==> src/rtl/decoder_pkg.sv <==
// Shared types and constants for the decoded-select round-robin arbiter.
package decoder_pkg;

    typedef enum logic {IDLE, GRANT} arb_state_t;

    localparam int DEFAULT_N = 32;

endpackage

==> src/rtl/onehot_decoder.sv <==
// En-gated binary-to-one-hot decoder; the generalised form of the 5:32 decoder.
module onehot_decoder #(
    parameter int W = 5
) (
    input  logic [W-1:0]    Din,
    input  logic            En,
    output logic [2**W-1:0] Dout
);

    // NOTE: assigning a default before any conditional write keeps always_comb free of inferred latches.
    always_comb begin
        Dout = '0;
        if (En) Dout[Din] = 1'b1;
    end

endmodule

==> src/rtl/rr_decoder_arbiter.sv <==
// Round-robin arbiter: holds a grant until Done, request drop or MAX_HOLD, and decodes it to Gnt.
module rr_decoder_arbiter
    import decoder_pkg::*;
#(
    parameter int N        = DEFAULT_N,
    parameter int W        = $clog2(N),
    parameter int MAX_HOLD = 16
) (
    input  logic         Clk,
    input  logic         Rst,
    input  logic [N-1:0] Req,
    input  logic         Done,
    output logic [W-1:0] GntIdx,
    output logic         GntEn,
    output logic [N-1:0] Gnt,
    output logic         Timeout
);

    localparam int HW = (MAX_HOLD > 0) ? $clog2(MAX_HOLD + 1) : 1;
    localparam logic [HW-1:0] HOLD_LAST = (MAX_HOLD > 0) ? HW'(MAX_HOLD - 1) : '0;

    arb_state_t    state, state_nxt;
    logic [W-1:0]  ptr, ptr_nxt;
    logic [W-1:0]  idx_nxt;
    logic          en_nxt;
    logic [HW-1:0] hold_cnt, hold_nxt;

    logic          found;
    logic [W-1:0]  pick;
    logic [W-1:0]  cand;
    logic          rel_done, rel_drop, rel_hold;

    // Rotating priority search; W-bit addition wraps mod N because N is a power of two.
    always_comb begin
        found = 1'b0;
        pick  = ptr;
        cand  = ptr;
        for (int k = 0; k < N; k++) begin
            cand = ptr + W'(k);
            if (!found && Req[cand]) begin
                found = 1'b1;
                pick  = cand;
            end
        end
    end

    always_comb begin
        rel_done  = Done;
        rel_drop  = !Req[GntIdx];
        rel_hold  = (MAX_HOLD != 0) && (hold_cnt == HOLD_LAST);
        state_nxt = state;
        idx_nxt   = GntIdx;
        en_nxt    = GntEn;
        ptr_nxt   = ptr;
        hold_nxt  = hold_cnt;
        Timeout   = 1'b0;
        case (state)
            IDLE: begin
                if (found) begin
                    state_nxt = GRANT;
                    idx_nxt   = pick;
                    en_nxt    = 1'b1;
                    hold_nxt  = '0;
                end
            end
            GRANT: begin
                if (hold_cnt != '1) hold_nxt = hold_cnt + 1'b1;
                if (rel_done || rel_drop || rel_hold) begin
                    state_nxt = IDLE;
                    en_nxt    = 1'b0;
                    ptr_nxt   = GntIdx + 1'b1;
                    // Timeout flags only a forced release; an explicit release or reset wins.
                    Timeout   = rel_hold && !rel_done && !rel_drop && !Rst;
                end
            end
            default: state_nxt = IDLE;
        endcase
    end

    // NOTE: sequential state uses non-blocking assignments so every register samples pre-edge values.
    always_ff @(posedge Clk) begin
        if (Rst) begin
            state    <= IDLE;
            GntIdx   <= '0;
            GntEn    <= 1'b0;
            ptr      <= '0;
            hold_cnt <= '0;
        end else begin
            state    <= state_nxt;
            GntIdx   <= idx_nxt;
            GntEn    <= en_nxt;
            ptr      <= ptr_nxt;
            hold_cnt <= hold_nxt;
        end
    end

    onehot_decoder #(.W(W)) u_dec (
        .Din  (GntIdx),
        .En   (GntEn),
        .Dout (Gnt)
    );

endmodule
==> config.mk <==
export PLATFORM = sky130hd
export DESIGN_NAME = rr_decoder_arbiter
export DESIGN_NICKNAME = d
export VERILOG_FILES = /design/src/rtl/decoder_pkg.sv /design/src/rtl/onehot_decoder.sv /design/src/rtl/rr_decoder_arbiter.sv
export SDC_FILE = /design/constraint.sdc
export NUM_CORES = 1
export LEC_CHECK = 0
export BUFFER_PORTS_ARGS = -buffer_cell sky130_fd_sc_hd__buf_2
export CORE_AREA = 2 2 112 114
export CTS_CLUSTER_SIZE = 14
export DETAILED_ROUTE_END_ITERATION = 8
export DIE_AREA = 0 0 114 116
export PLACE_DENSITY = 0.9
export SLEW_MARGIN = 20
export SYNTH_ARGS = -nofsm -noshare
export SYNTH_HDL_FRONTEND = slang
export SYNTH_SLANG_ARGS = --single-unit
==> constraint.sdc <==
create_clock -name Clk -period 13.8 [get_ports Clk]
set_clock_uncertainty 0.1 [all_clocks]
set_input_delay 2.76 -clock Clk [delete_from_list [all_inputs] [get_ports Clk]]
set_output_delay 2.76 -clock Clk [all_outputs]
set_load 0.01 [all_outputs]
* After elaboration in Yosys (flattened, before gate mapping)
Index checks and enable logic that the tools add are counted.
Storage, ports and cells: word-level logic and storage cells 296, output and inout port bits 39, register bits 17, input port bits 35
Operators by class: bitwise logic cells 1, reductions and logical operators 75, multiplexer cells 143, $lt $le $gt $ge 34, eq/ne operators 5, add/subtract/negate cells 33
Operators with widths (number):
- 5-bit by 6-bit less-than comparator with 1-bit output (second input constant) | 33
- 1-bit binary-select mux with 5-bit select | 33
- 5-bit 2-to-1 mux | 33
- 5-bit adder (second input constant) | 16
- 1-bit 2-to-1 mux | 72
- 5-bit by 4-bit adder with 5-bit output (second input constant) | 8
- 1-bit logical AND | 35
- 1-bit logical NOT | 34
- 32-bit 2-to-1 mux | 1
- 5-bit by 3-bit adder with 5-bit output (second input constant) | 4
- 5-bit by 1-bit adder with 5-bit output (second input constant) | 3
- 5-bit by 2-bit adder with 5-bit output (second input constant) | 2
- 5-bit one-hot mux with 2 select lines | 1
- 2-bit AND reduction | 4
- 1-bit demux with 5-bit select | 1
- 5-bit by 4-bit equality test with 1-bit output (second input constant) | 1
- 5-bit by 1-bit >= comparator with 1-bit output (second input constant) | 1
- 5-bit != test (second input constant) | 1
- 2-bit by 1-bit != test with 1-bit output (second input constant) | 2
- 1-bit one-hot mux with 2 select lines | 2
- 1-bit logical OR | 2
- 2-bit != test (second input constant) | 1
- 1-bit NOT | 1

* Longest topological paths before layout
depth after elaboration 98, mapped depth 23, gate-level depth less buffers 14

* By module
A second synthesis with hierarchy kept.
Second synthesis, totals: cell total of the unflattened synthesis 959, area, all modules 7981.4 sq um
By module, submodules not included:
- rr_decoder_arbiter | seq. area each 340.3 sq um, instances 1, area each 7751.2 sq um, cells each 912
- onehot_decoder | seq. area each 0.0 sq um, instances 1, area each 230.2 sq um, cells each 47

* Worst setup path after synthesis
OpenSTA, ideal clock, no wires.
kind input to register, from input port Req[31], to register GntIdx[4], setup time 79 ps, buffers on the path 2, data required time 13621 ps, arrival 6624 ps, setup slack 6997 ps, cell stages on the path 14, cells stage by stage mux4_2 mux4_2 and2_1 a21oi_1 nand2_1 or4_1 buf_6 or4b_1 buf_4 o22a_1 o31a_1 a211o_1 or4_1 o211ai_1
On the way: cells in the longest elaborated chain, start to end 97, elaborated cells on any way between the ends 190, those cells by class mux (127); reduce/logical (63)
RTL lines:
- start, declared | line rr_decoder_arbiter.sv:11 | input logic [N-1:0] Req,
- 1-bit binary-select mux with 5-bit select | line rr_decoder_arbiter.sv:40 | if (!found && Req[cand]) begin
- 1-bit 2-to-1 mux (not written as such) | line rr_decoder_arbiter.sv:40
- 1-bit 2-to-1 mux | line rr_decoder_arbiter.sv:40
- 1-bit logical NOT | line rr_decoder_arbiter.sv:40
- 1-bit logical AND | line rr_decoder_arbiter.sv:40
- 1-bit 2-to-1 mux | line rr_decoder_arbiter.sv:40
- 1-bit logical NOT | line rr_decoder_arbiter.sv:40
- 1-bit logical AND | line rr_decoder_arbiter.sv:40
- (+81 left out)
- 1-bit 2-to-1 mux | line rr_decoder_arbiter.sv:40
- 1-bit logical NOT | line rr_decoder_arbiter.sv:40
- 1-bit logical AND | line rr_decoder_arbiter.sv:40
- 1-bit 2-to-1 mux | line rr_decoder_arbiter.sv:40
- 1-bit logical NOT | line rr_decoder_arbiter.sv:40
- 1-bit logical AND | line rr_decoder_arbiter.sv:40
- 1-bit 2-to-1 mux | line rr_decoder_arbiter.sv:40
- 2-bit AND reduction (no line)
- end signal, assigned | line rr_decoder_arbiter.sv:90 | GntIdx <= idx_nxt;
- end, declared | line rr_decoder_arbiter.sv:13 | output logic [W-1:0] GntIdx,
Parallel ways exist; a longest one is shown, timed or not. The select of a mux whose other input is x is not followed. A chain may end at the register's enable or synchronous reset.

* Worst setup path after layout
from input port Req[21], to register GntIdx[1]
The elaborated chain is that of the path after synthesis.

==> results.json <==
{
  "status": "finished clean",
  "synthTopCellsByArea": "mux4_2 27%, mux2i_1 8.7%, mux2_2 6.0%, nor2_1 4.7%, dfxtp_1 4.5%",
  "grt_overflow_total": 0,
  "worstSetupPathType": "input pin to flop",
  "hold_buffers": 0,
  "ys_ff_latch": 17,
  "power.share.clock_pct": 2.9,
  "p_sw_mw": 1.27,
  "post-route-period-util_pct": 54.7,
  "wl_per_cell_um": 28.1,
  "setup_violations": 0,
  "drt_pass1_iterations": 6,
  "cap_violations": 0,
  "start_util_pct": 64.1,
  "grt_start_max_net_pins": 51,
  "worstPathArrival_ns": 7.59,
  "startpoint": "Req[21]",
  "io_pins": 74,
  "synth_cell_type_count": 72,
  "yosysWarnings": 0,
  "cts_buffers": 3,
  "clockRootBuffer": "clkbuf_16",
  "antenna_found_initial": 0,
  "r2r-start": "ptr[2]",
  "fmax_mhz": 133,
  "coreArea_mm2": 0.0119,
  "h-tree-depth": 1,
  "chipHeight_um": 116,
  "cp.required_ns": 13.84,
  "ctsResizeCount": 0,
  "crit_fanout": 15,
  "r2r_slack_ns": 6.46,
  "vias": 8896,
  "p_int_mw": 0.815,
  "clkTransAtPathRegs_ns": 0.05,
  "combPwrFrac_pct": 92.2,
  "place_congestion": 1.09,
  "drv_slew": 0,
  "min_from": "hold_cnt[2]",
  "total_leakage_power_nw": 3.07,
  "synth_cells": 919,
  "seqPwrFrac_pct": 4.9,
  "track_usage_pct": 46.7,
  "synthesis.nets": 973,
  "num_antenna_cells": 0,
  "power.density_mw_per_mm2": 256,
  "swShare_pct": 60.8,
  "clk_path_buf_depth": 2,
  "cts_tree": "done",
  "fin_crit_ns": 7.55,
  "path_cells": "buf_2, mux4_2, mux4_2, mux2_1, nor4_1, nand2_1, or3_1, nor3_1, mux2_1, nor4_1, a32o_1, a21o_1",
  "fin_ws_ns": 6.25,
  "area.growth.synth_to_final_pct": 6.65,
  "synth_edf_count": 0,
  "die_width_um": 114,
  "dp_slack_ns": 6.17,
  "hold_class": "flop to flop",
  "peakVddDrop_mv": 0.149,
  "tns_ns": 0,
  "die-area_mm2": 0.0132,
  "async_reset_ff_share_pct": 0,
  "rows": 40,
  "place.port_buffers": 73,
  "place_hpwl_um": 23200,
  "antenna_left": 0,
  "first_global_vias": 8479,
  "cp_slowest_stage_delay_ns": 0.69,
  "fin_nets": 1009,
  "endpoint_kind": "flop",
  "synthesis.area_mm2": 0.00764,
  "vias_per_cell": 8.08,
  "seq_area_frac_synth_pct": 4.46,
  "slew_headroom_pct": 24.9,
  "synth.largest_area_cell": "mux4_2",
  "clock_sinks": 17,
  "route.detailed.drc": 0,
  "hold_violations": 0,
  "worstMarginPinSlew_ns": 1.12,
  "synth_top_area_share_pct": 27.1,
  "postCtsSetupBuffers": 0,
  "crit_path_top_delay_cell": "nor3_1",
  "avgSynthCellArea_um2": 8.31,
  "routed_wirelength_um": 30900,
  "rsz0062_at_grt": "no",
  "drive_gt1_share_pct": 25.7,
  "insertion_delay_ns": 0.25,
  "synth_ff_type": "dfxtp_1",
  "first_iter_violations": 1552,
  "cp-start-kind": "input pin",
  "grt_pass1_wl_um": 47800
}
-- flip-flops by register name, indices dropped and copies added, names as in the netlist --
name	flops
hold_cnt	5
ptr	5
state	1
GntIdx	5
GntEn	1
-- kinds of logic (layout without fill, tap and decap cells) --
logic type | count (synthesis) | in the layout | synth area share, %
AOI/OAI and AO/OA | 209 | 209 | 18.2
adders and majority gates | 19 | 19 | 3.11
muxes | 207 | 207 | 43.0
xor gates and xnor gates | 34 | 34 | 4.00
and+or+nand+nor | 341 | 341 | 22.1
DFF | 17 | 17 | 4.46
buffers and inverters | 92 | 127 | 5.06
-- cell usage after synthesis (8+ instances only) --
cell type	instances
nor2_1	95
mux4_2	92
nand2_1	79
mux2i_1	66
a21oi_1	49
mux2_2	41
o21ai_0	33
clkbuf_1	31
nand3_1	30
nor3_1	30
inv_1	29
xnor2_1	27
a211oi_1	19
ha_1	19
dfxtp_1	17
a31oi_1	15
nor4_1	14
buf_1	12
buf_2	12
nand2b_1	12
nor2b_1	11
o211ai_1	10
or4_1	10
and2_1	9
nand4_1	9
a22oi_1	8
o22ai_1	8
or3_1	8
-- metrics by stage --
stage	power (mW)	util (%)	cells	hold WS, ns	cell area [um^2]
4_1_cts	1.97	68.4	1101	0.397	8150
5_1_grt	2.15	68.4	1101	0.417	8150
6_report	2.08	68.4	1101	0.398	8150
2_1_floorplan	1.38	-	919	0.363	7640
3_5_place_dp	1.90	67.7	1097	0.387	8060
3_3_place_gp	1.89	67.7	1097	0.382	8060
-- layer usage --
layer | track usage [%] | vias up | part of all wire, %
li1 | - | 3688 | -
met1 | 58.4 | 4070 | 34
met2 | 72.7 | 878 | 43
met3 | 14.2 | 260 | 15
met4 | 26.1 | 0 | 7.7
met5 | 0 | - | 0
-- final timing paths --
path	to	cells past startpoint
max	GntIdx[1]	12
min	hold_cnt[2]	1
max reg2reg	GntIdx[1]	15
min reg2reg	hold_cnt[2]	1
-- critical path: cells and delay by family --
kind	cells	cell delay, ns
and+or+nand+nor	5	2.49
muxes	4	1.77
AOI/OAI and AO/OA	2	0.39
buffers and inverters	1	0.17
-- cell usage in the layout, fill, tap and decap left out, types with 6 or more instances in the layout --
cell,Yosys,final
nor2_1,95,95
a211o_1,6,6
o211ai_1,10,10
buf_4,1,17
nand3b_1,6,6
a41oi_1,6,6
inv_1,29,29
mux2_1,7,7
a21boi_0,7,7
nand2b_1,12,12
and3_1,6,6
nand3_1,30,30
mux2_2,41,41
nor3b_1,6,6
o21ai_0,33,33
mux2i_1,66,66
dfxtp_1,17,14
or4_1,10,10
o22ai_1,8,8
a21oi_1,49,49
nor4_1,14,14
and2_1,9,9
nand4_1,9,9
mux4_2,92,92
a211oi_1,19,19
xnor2_1,27,26
a22oi_1,8,8
buf_2,12,73
or3_1,8,8
ha_1,19,19
nand2_1,79,79
nor2b_1,11,11
a21o_1,6,6
nor3_1,30,30
a31oi_1,15,15
xor2_1,6,6
-- cell type report --
| type | count | area (um^2) |
|---|---|---|
| fill | 935 | 3770 |
| clock inverter | 1 | 7.51 |
| multi-input combinational | 810 | 6920 |
| inverter | 33 | 124 |
| timing repair buffer | 90 | 493 |
| sequential | 17 | 344 |
| tap | 147 | 184 |
| clock buffer | 3 | 75.1 |
-- power by group through the flow --
stage / Sequential (mW) / Combinational [mW] / Clock, mW
after floorplan: 0.0762 / 1.31 / 0
after global placement: 0.101 / 1.78 / 0
after detailed placement: 0.100 / 1.80 / 0
after CTS: 0.0996 / 1.81 / 0.0599
after global routing: 0.104 / 1.99 / 0.0619
final: 0.103 / 1.92 / 0.0600
Power figures use the tool's default switching activity.
